## src/rtl/bp_pkg.sv

```systemverilog
// Shared types for the branch resolve path: 2-bit saturating counter states,
// in-flight prediction entry layout and the counter training helpers.
package bp_pkg;

  localparam int BP_IDXW = 6;

  typedef enum logic [1:0] {
    SNT = 2'd0,
    WNT = 2'd1,
    WT  = 2'd2,
    ST  = 2'd3
  } sat_state_t;

  typedef struct packed {
    logic               taken;
    logic [BP_IDXW-1:0] idx;
    sat_state_t         state;
  } bp_entry_t;

  localparam int BP_EW = $bits(bp_entry_t);

  function automatic sat_state_t sat_inc(input sat_state_t s);
    return (s == ST) ? ST : sat_state_t'(s + 2'd1);
  endfunction

  function automatic sat_state_t sat_dec(input sat_state_t s);
    return (s == SNT) ? SNT : sat_state_t'(s - 2'd1);
  endfunction

endpackage

```

## src/rtl/bp_pred_fifo.sv

```systemverilog
// In-flight prediction queue; head is visible combinationally, push/pop take effect on the edge.
// full is derived from the registered count only; clear wins over push and pop.
module bp_pred_fifo
  import bp_pkg::*;
#(
  parameter int DEPTH = 4
) (
  input  logic             clk,
  input  logic             reset,
  input  logic             push,
  input  logic             pop,
  input  logic             clear,
  input  logic [BP_EW-1:0] wdata,
  output logic             full,
  output logic             empty,
  output logic [BP_EW-1:0] head
);

  localparam int PW = $clog2(DEPTH);

  logic [BP_EW-1:0] mem [DEPTH];
  logic [PW-1:0]    rd_ptr;
  logic [PW-1:0]    wr_ptr;
  logic [PW:0]      count;

  assign full  = (count == (PW+1)'(DEPTH));
  assign empty = (count == '0);
  assign head  = mem[rd_ptr];

  always_ff @(posedge clk) begin
    if (push) mem[wr_ptr] <= wdata;
  end

  always_ff @(posedge clk) begin
    if (reset || clear) begin
      rd_ptr <= '0;
      wr_ptr <= '0;
      count  <= '0;
    end else begin
      if (push) wr_ptr <= wr_ptr + 1'b1;
      if (pop)  rd_ptr <= rd_ptr + 1'b1;
      case ({push, pop})
        2'b10:   count <= count + 1'b1;
        2'b01:   count <= count - 1'b1;
        default: count <= count;
      endcase
    end
  end

endmodule

```

## src/rtl/branch_resolve_unit.sv

```systemverilog
// Checks EX branch outcomes against queued fetch predictions; Mispredict/RedirectPC are same-cycle,
// the counter write-back lands one cycle later. StallF holds IF while the queue is full.
module branch_resolve_unit
  import bp_pkg::*;
#(
  parameter int XLEN  = 32,
  parameter int DEPTH = 4,
  parameter int IDXW  = BP_IDXW
) (
  input  logic            clk,
  input  logic            reset,
  input  logic            pred_valid,
  input  logic            pred_taken,
  input  logic [IDXW-1:0] pred_idx,
  input  logic [1:0]      pred_state,
  output logic            StallF,
  input  logic            Branch,
  input  logic            Zero,
  input  logic [XLEN-1:0] BranchTarget,
  input  logic [XLEN-1:0] PCPlus4E,
  output logic            Mispredict,
  output logic [XLEN-1:0] RedirectPC,
  output logic            upd_valid,
  output logic [IDXW-1:0] upd_idx,
  output logic [1:0]      upd_state,
  output logic            underflow,
  output logic [31:0]     branch_cnt,
  output logic [31:0]     mispred_cnt
);

  bp_entry_t        wentry;
  bp_entry_t        hentry;
  logic [BP_EW-1:0] head_bits;
  logic             full;
  logic             empty;
  logic             pop;
  logic             push;

  assign wentry.taken = pred_taken;
  assign wentry.idx   = pred_idx;
  assign wentry.state = sat_state_t'(pred_state);
  assign hentry       = bp_entry_t'(head_bits);

  assign pop        = Branch && !empty;
  assign Mispredict = pop && (Zero != hentry.taken);
  assign RedirectPC = Zero ? BranchTarget : PCPlus4E;
  assign StallF     = full;
  // A pop frees the slot this cycle, so a push while full is still safe alongside it.
  // Everything behind a mispredicted head is wrong-path, including a same-cycle push.
  assign push       = pred_valid && (!full || pop) && !Mispredict;

  bp_pred_fifo #(.DEPTH(DEPTH)) u_fifo (
    .clk   (clk),
    .reset (reset),
    .push  (push),
    .pop   (pop),
    .clear (Mispredict),
    .wdata (wentry),
    .full  (full),
    .empty (empty),
    .head  (head_bits)
  );

  always_ff @(posedge clk) begin
    if (reset) begin
      upd_valid   <= 1'b0;
      upd_idx     <= '0;
      upd_state   <= SNT;
      underflow   <= 1'b0;
      branch_cnt  <= '0;
      mispred_cnt <= '0;
    end else begin
      upd_valid <= pop;
      if (pop) begin
        upd_idx   <= hentry.idx;
        upd_state <= Zero ? sat_inc(hentry.state) : sat_dec(hentry.state);
        if (branch_cnt != 32'hFFFF_FFFF) branch_cnt <= branch_cnt + 32'd1;
      end
      if (Mispredict && mispred_cnt != 32'hFFFF_FFFF) mispred_cnt <= mispred_cnt + 32'd1;
      if (Branch && empty) underflow <= 1'b1;
    end
  end

endmodule

```

## config.mk

```make
export PLATFORM = sky130hd
export DESIGN_NAME = branch_resolve_unit
export DESIGN_NICKNAME = d
export VERILOG_FILES = /design/src/rtl/bp_pkg.sv /design/src/rtl/bp_pred_fifo.sv /design/src/rtl/branch_resolve_unit.sv
export SDC_FILE = /design/constraint.sdc
export NUM_CORES = 1
export LEC_CHECK = 0
export CAP_MARGIN = 20
export CORE_MARGIN = 4
export CORE_UTILIZATION = 45
export DETAILED_ROUTE_END_ITERATION = 6
export DONT_BUFFER_PORTS = 1
export GPL_ROUTABILITY_DRIVEN = 0
export GPL_TIMING_DRIVEN = 0
export SYNTH_ARGS = -nofsm -noshare
export SYNTH_HDL_FRONTEND = slang
export SYNTH_HIERARCHICAL = 1
export SYNTH_SLANG_ARGS = --single-unit
```

## constraint.sdc

```tcl
create_clock -name clk -period 3.6 [get_ports clk]
set_input_delay 0.72 -clock clk [delete_from_list [all_inputs] [get_ports clk]]
set_output_delay 0.72 -clock clk [all_outputs]
set_load 0.02 [all_outputs]
```

==> metrics.yaml, run 1 <==
critPathCaptureType: "flop"
grt_max_degree: 17
drc: 0
cp-start-kind: "flop"
hold_violations: 0
cts_resized: 0
power.switching_mw: 1.165
cap_viol_max_count: 0
tightestPinTransition_ns: 0.7153
required_ns: 3.95
synth_edf_count: 36
clock_skew_ns: 0.009124
layout_commonest_cell: "dfxtp_1"
fin_crit_sh: 0.9077
yosys_warnings: 6
synthArstFlopShare: 0
grt_pass1_vias: 4471
multi_input_area_um2: 3069
switching_share: 0.2837
power_frac_clock: 0.439
worstSetupPathType: "flop to flop"
cpMostUsedCell: "inv_1"
crit_chain: "buf_6 -> mux4_2 -> xor2_2 -> nand2_1 -> clkbuf_2 -> and3_1 -> inv_1 -> ha_1 -> inv_1 -> fa_1 -> xor2_1 -> or3_1 -> a21oi_1"
nNetsFinal: 695
track_usage: 0.2137
ys_top_cells_by_area: "dfxtp_1, edfxtp_1, mux2_2"
critPathSlowestCell: "mux4_2"
htreeDepth: 4
setup_viol: 0
ir_drop_mv: 0.3562
cts_tree: "yes"
seqCellArea_um2: 2743
antenna_found_initial: 0
syn_avg_cell_area_um2: 10.21
powerDensity_nw_per_um2: 596.8
ys_types: 63
cts_hold_buffers: 0
post-place-ws_ns: 0.1812
first_iter_violations: 351
netlist_area_um2: 6026
via_per_inst: 5.966
period_minus_slack_ns: 3.268
outcome: "complete, no violations"
fmax_mhz: 306.0
antenna_cells: 0
combPwrFrac: 0.157
setup_slack_ns: 0.3325
synthFlopType: "dfxtp_1"
hpwl_mm: 11.88
rsz0062_at_grt: "no"
num_io_pins: 186
firstDrtPassIters: 5
relSlewSlack: 0.5232
max-clock-path-buffers: 2
port_buffers: 0
grt_overflow: 0
wl_per_cell_um: 20.42
clock_latency_ns: 0.42
cts-buffers-inserted: 17
grt_pass1_wl_mm: 24.67
yosysSeqAreaShare: 0.4551
postCtsSetupBuffers: 0
post-route-util: 0.5216
p_leak_nw: 2.187
drive_gt1_frac: 0.1804
slowest_delay_ns: 0.54
wirelength_mm: 16.28
min_path_type: "primary input to flop"
synthCells: 590
nFillCells: 1190
tns_ns: 0
intPower_mw: 2.941
p_seq_frac: 0.404
maxSlewViolCount: 0
core-area_um2: 13190
cts_root_buf: "clkbuf_16"
die_h_um: 123.7
synth_top_area_frac: 0.2757
dieArea_um2: 15310
die_w_um: 123.7
syn-num-nets: 676
start_util: 0.4568
final_cell_mix: "dfxtp_1, a21oi_1, mux2_2"
ys_ff_latch: 119
vias: 4755
clk_pin_slew_ns: 0.06
fp-row-count: 42
hold_ws_ns: 0.3923
cts_sinks: 119
area_delta_synth_final_pct: 14.18
drtAntennaViolNets: 0
yosysTopAreaCell: "dfxtp_1"
cp_data_arrival_time_ns: 3.62
cp_max_fo: 10
==> cell usage after synthesis (9+ instances only) <==
master and instances:
dfxtp_1 83, a21oi_1 50, mux2_2 39, nand2_1 37
edfxtp_1 36, nor2_1 36, or4_1 26, nand3_1 24
o31ai_1 20, or3_1 20, nand4_1 18, o21ai_0 18
clkbuf_1 17, inv_1 15, and3_1 11, xor2_1 10
and2_1 9, mux4_2 9, nor2b_1 9
==> sequential cells by signal, summed over array words and instances (netlist names), named ones only <==
signal         cells
upd_idx            6
u_fifo/mem        36
mispred_cnt       32
u_fifo/count       3
u_fifo/wr_ptr      2
upd_state          2
u_fifo/rd_ptr      2
underflow          1
branch_cnt        32
upd_valid          1
==> critical path: cells and delay by family, from the launching register on <==
| family | cells | cell delay (ns) |
|---|---|---|
| and+or+nand+nor | 3 | 0.74 |
| muxes | 1 | 0.54 |
| buffers and inverters | 4 | 0.53 |
| adders and majority gates | 2 | 0.53 |
| xor gates and xnor gates | 2 | 0.38 |
| DFF | 1 | 0.33 |
| AOI/OAI and AO/OA | 1 | 0.14 |
==> kinds of logic after synthesis <==
logic type | share of synthesized area
multiplexers | 0.1136
AND/OR/NAND/NOR | 0.2317
buffers and inverters | 0.03675
XOR/XNOR | 0.01744
adder cells (fa/ha/maj) | 0.01786
AO/OA/AOI/OAI | 0.1275
flip-flops | 0.4551
==> metrics by stage <==
stage	total power, mW	cells	area, µm²
2_1_floorplan	2.163	590	6026
3_3_place_gp	2.303	766	6246
3_5_place_dp	2.336	766	6246
4_1_cts	4.144	797	6872
5_1_grt	4.290	797	6880
6_report	4.106	797	6880
==> cell type report <==
cell class | instances | share of cell area
plain buffers | 31 | 0.02364
clock buffers | 18 | 0.06238
clock inverters | 13 | 0.02855
inverters | 16 | 0.008729
multi-input cells | 424 | 0.4461
flip-flops and latches | 119 | 0.3986
well taps | 176 | 0.03201
==> power by group through the flow <==
stage,clock network (mW),logic [mW],registers [mW]
global placement,0,0.623,1.68
CTS,1.83,0.648,1.66
floorplan,0,0.507,1.66
global route,1.90,0.714,1.67
finish,1.80,0.643,1.66
detailed placement,0,0.646,1.69
==> per-layer routing <==
layer	share of wire	vias up	wire length, µm	track usage
met1	0.41	2310	6719	0.2598
met2	0.48	140	7763	0.3278
met3	0.090	25	1467	0.09991
li1	-	2280	-	-
met4	0.020	0	325	0.08581
met5	0	-	0	0
==> path summary, 6_finish.rpt <==
| path | start | end | slack (ns) | cells past startpoint |
|---|---|---|---|---|
| worst max-delay path | flop | u_fifo/count[2]$_SDFFE_PP0P_ | 0.33 | 13 |
| worst min-delay path | pred_taken | u_fifo/mem[3][8]$_DFFE_PP_ | 0.39 | 0 |
| worst max register to register | flop | u_fifo/count[2]$_SDFFE_PP0P_ | 0.33 | 13 |
| worst min register to register | u_fifo/count[2]$_SDFFE_PP0P_ | u_fifo/count[2]$_SDFFE_PP0P_ | 0.53 | 2 |
(Power assumes the default switching activity.)
==> run 2, diff against run 1 <==
--- a/config.mk
+++ b/config.mk
@@ -12,6 +12,7 @@
 export DONT_BUFFER_PORTS = 1
 export GPL_ROUTABILITY_DRIVEN = 0
 export GPL_TIMING_DRIVEN = 0
+export REMOVE_ABC_BUFFERS = 1
 export SYNTH_ARGS = -nofsm -noshare
 export SYNTH_HDL_FRONTEND = slang
 export SYNTH_HIERARCHICAL = 1
==> run 2 against run 1 <==
Against the previous run: die area stayed put; fmax increased by 1.6%; via count is 1.2% lower; critical endpoint unchanged; global-route usage down 1.6 points.
==> metrics.yaml, run 2 (same netlist as run 1, synthesis figures left out) <==
start_util: 0.4568  # unchanged
area_delta_synth_final_pct: 10.88  # was 14.18%
port_buffers: 0  # unchanged
min_to: "mispred_cnt[27]$_SDFFE_PP0P_"  # was u_fifo/mem[3][8]$_DFFE_PP_
reg2reg_slack_ns: 0.38  # was 0.33 ns
setup_viol: 0  # unchanged
ff2ff_path_depth: 11  # was 13
grt_overflow: 0  # unchanged
core-area_um2: 13190  # unchanged
critPathCaptureType: "flop"  # unchanged
wl_per_cell_um: 19.82  # was 20.42 µm
fmax_mhz: 310.8  # was 306.0 MHz
worstSetupPathType: "flop to flop"  # unchanged
fin_cells: 768  # was 797
final_cell_mix: "dfxtp_1, a21oi_1, mux2_2"  # unchanged
ir_drop_mv: 0.4050  # was 0.3562 mV
vias: 4698  # was 4,755
tightestPinTransition_ns: 1.018  # was 0.7153 ns
track_usage: 0.1974  # was 0.2137
r2r_end: "u_fifo/count[2]$_SDFFE_PP0P_"  # unchanged
min_path_type: "primary input to flop"  # unchanged
cap_viol_max_count: 0  # unchanged
clock_skew_ns: 0.009002  # was 0.009124 ns
rsz0062_at_grt: "no"  # unchanged
hold_ws_ns: 0.3828  # was 0.3923 ns
grt_pass1_vias: 4337  # was 4,471
max-clock-path-buffers: 2  # unchanged
largest_reg_flops: 36  # unchanged
slowest_delay_ns: 0.54  # about the same
fp-row-count: 42  # unchanged
die_h_um: 123.7  # unchanged
cts_tree: "yes"  # unchanged
firstDrtPassIters: 5  # unchanged
cp-start-kind: "flop"  # unchanged
relSlewSlack: 0.3156  # was 0.5232
clock_latency_ns: 0.41  # was 0.42 ns
required_ns: 3.93  # was 3.95 ns
min_from: "reset"  # was pred_taken
critPathSlowestCell: "mux4_2"  # unchanged
fin_crit_sh: 0.8937  # was 0.9077
crit_chain: "mux4_2 -> xor2_1 -> nand2_2 -> and3_1 -> inv_1 -> ha_1 -> inv_1 -> fa_1 -> xor2_1 -> or3_1 -> a21oi_1"  # was buf_6 -> mux4_2 -> xor2_2 -> nand2_1 -> clkbuf_2 -> and3_1 -> inv_1 -> ha_1 -> inv_1 -> fa_1 -> xor2_1 -> or3_1 -> a21oi_1
outcome: "complete, no violations"  # unchanged
top_register: "u_fifo/mem"  # unchanged
wirelength_mm: 15.22  # was 16.28 mm
postCtsSetupBuffers: 0  # unchanged
antenna_found_initial: 0  # unchanged
layout_commonest_cell: "dfxtp_1"  # unchanged
p_leak_nw: 2.097  # was 2.187 nW
maxSlewViolCount: 0  # unchanged
clk_pin_slew_ns: 0.06  # about the same
cts_hold_buffers: 0  # unchanged
cts_sinks: 119  # unchanged
hpwl_mm: 10.96  # was 11.88 mm
largest_registers: "u_fifo/mem (36), branch_cnt (32), mispred_cnt (32)"  # unchanged
tns_ns: 0  # unchanged
drtAntennaViolNets: 0  # unchanged
dp.cells: 735  # was 766
hold_violations: 0  # unchanged
die_w_um: 123.7  # unchanged
grt_max_degree: 87  # was 17
via_per_inst: 6.117  # was 5.966
cp_data_arrival_time_ns: 3.55  # was 3.62 ns
grt_pass1_wl_mm: 23.03  # was 24.67 mm
dieArea_um2: 15310  # unchanged
cp_max_fo: 14  # was 10
period_minus_slack_ns: 3.217  # was 3.268 ns
antenna_cells: 0  # unchanged
cts_root_buf: "clkbuf_16"  # unchanged
num_io_pins: 186  # unchanged
first_iter_violations: 283  # was 351
drive_gt1_frac: 0.1723  # was 0.1804
nNetsFinal: 665  # was 695
drc: 0  # unchanged
cts-buffers-inserted: 17  # unchanged
hold_depth: 1  # was 0
htreeDepth: 4  # unchanged
powerDensity_nw_per_um2: 578.5  # was 596.8 nW/µm²
==> run 2: cell count changes in the layout (fill, tap and decap cells not counted), moves of 2 or more <==
cell	before	now
buf_1	5	0
buf_2	4	0
buf_6	3	0
bufinv_16	4	2
clkbuf_1	17	4
clkbuf_2	2	0
clkbuf_8	0	2
clkinv_2	0	3
clkinv_4	4	0
inv_6	3	0
==> run 2: cell type report <==
class | count | area (µm²)
clock buffer | 23 | 467.9
sequential | 119 | 2746
inverter | 16 | 60.06
clock inverter | 9 | 101.3
multi-input combinational | 424 | 3070
timing repair buffer | 1 | 15.01
fill | 1176 | 6509
tap | 176 | 220.2
==> run 2: metal layers <==
layer / global-route usage / part of all wire
met1: 0.2160 / 0.37
met2: 0.3572 / 0.54
met3: 0.05722 / 0.071
met4: 0.07820 / 0.022
met5: 0 / 0
==> run 2: metrics by stage <==
stage                     power, mW  cell area (µm²)  setup slack (ns)  utilization
after global routing          4.046             6681            0.1125       0.5065
final                         3.865             6681            0.3828       0.5065
after global placement        2.249             6085          -0.09358       0.4613
after CTS                     3.906             6661           0.06812       0.5050
after detailed placement      2.273             6091           -0.1504       0.4618
after floorplan               2.123             5864            0.4366            -
==> run 2: worst max path at each step <==
stage / slack (ns) / startpoint / depth (start not counted) / to
4_1_cts: 0.07 / flop / 11 / u_fifo/count[2]$_SDFFE_PP0P_
3_3_place_gp: -0.09 / flop / 11 / u_fifo/count[2]$_SDFFE_PP0P_
2_1_floorplan: 0.44 / flop / 11 / u_fifo/count[2]$_SDFFE_PP0P_
3_5_place_dp: -0.15 / flop / 11 / u_fifo/count[2]$_SDFFE_PP0P_
6_report: 0.38 / flop / 11 / u_fifo/count[2]$_SDFFE_PP0P_
5_1_grt: 0.11 / flop / 11 / u_fifo/count[2]$_SDFFE_PP0P_
==> run 2: worst max-delay path, delay by kind of cell (launching register included) <==
family,cells,cell delay (ns)
AO/OA/AOI/OAI,1,0.16
XOR/XNOR,2,0.42
adder cells (fa/ha/maj),2,0.55
buffers and inverters,2,0.14
flip-flops,1,0.46
multiplexers,1,0.54
AND/OR/NAND/NOR,3,0.87
==> run 2: timing repair <==
action | 4_1_cts | 5_1_grt
resized for setup | 1 | 2
pin swaps | 0 | 0
endpoints found under the setup margin | 1 | 1
hold endpoints to repair | 0 | 0
==> run 2: power by group <==
part | switching [mW] | internal (mW) | total [mW]
Sequential | 0.156 | 1.53 | 1.69
Clock | 0.577 | 1.05 | 1.62
Combinational | 0.324 | 0.228 | 0.552
==> run 3, diff against run 2 <==
--- a/config.mk
+++ b/config.mk
@@ -8,6 +8,7 @@
 export CAP_MARGIN = 20
 export CORE_MARGIN = 4
 export CORE_UTILIZATION = 45
+export CTS_CLUSTER_SIZE = 14
 export DETAILED_ROUTE_END_ITERATION = 6
 export DONT_BUFFER_PORTS = 1
 export GPL_ROUTABILITY_DRIVEN = 0
==> results of run 3 <==
The final DEF is identical to that of run 2; final timing and power are the same.
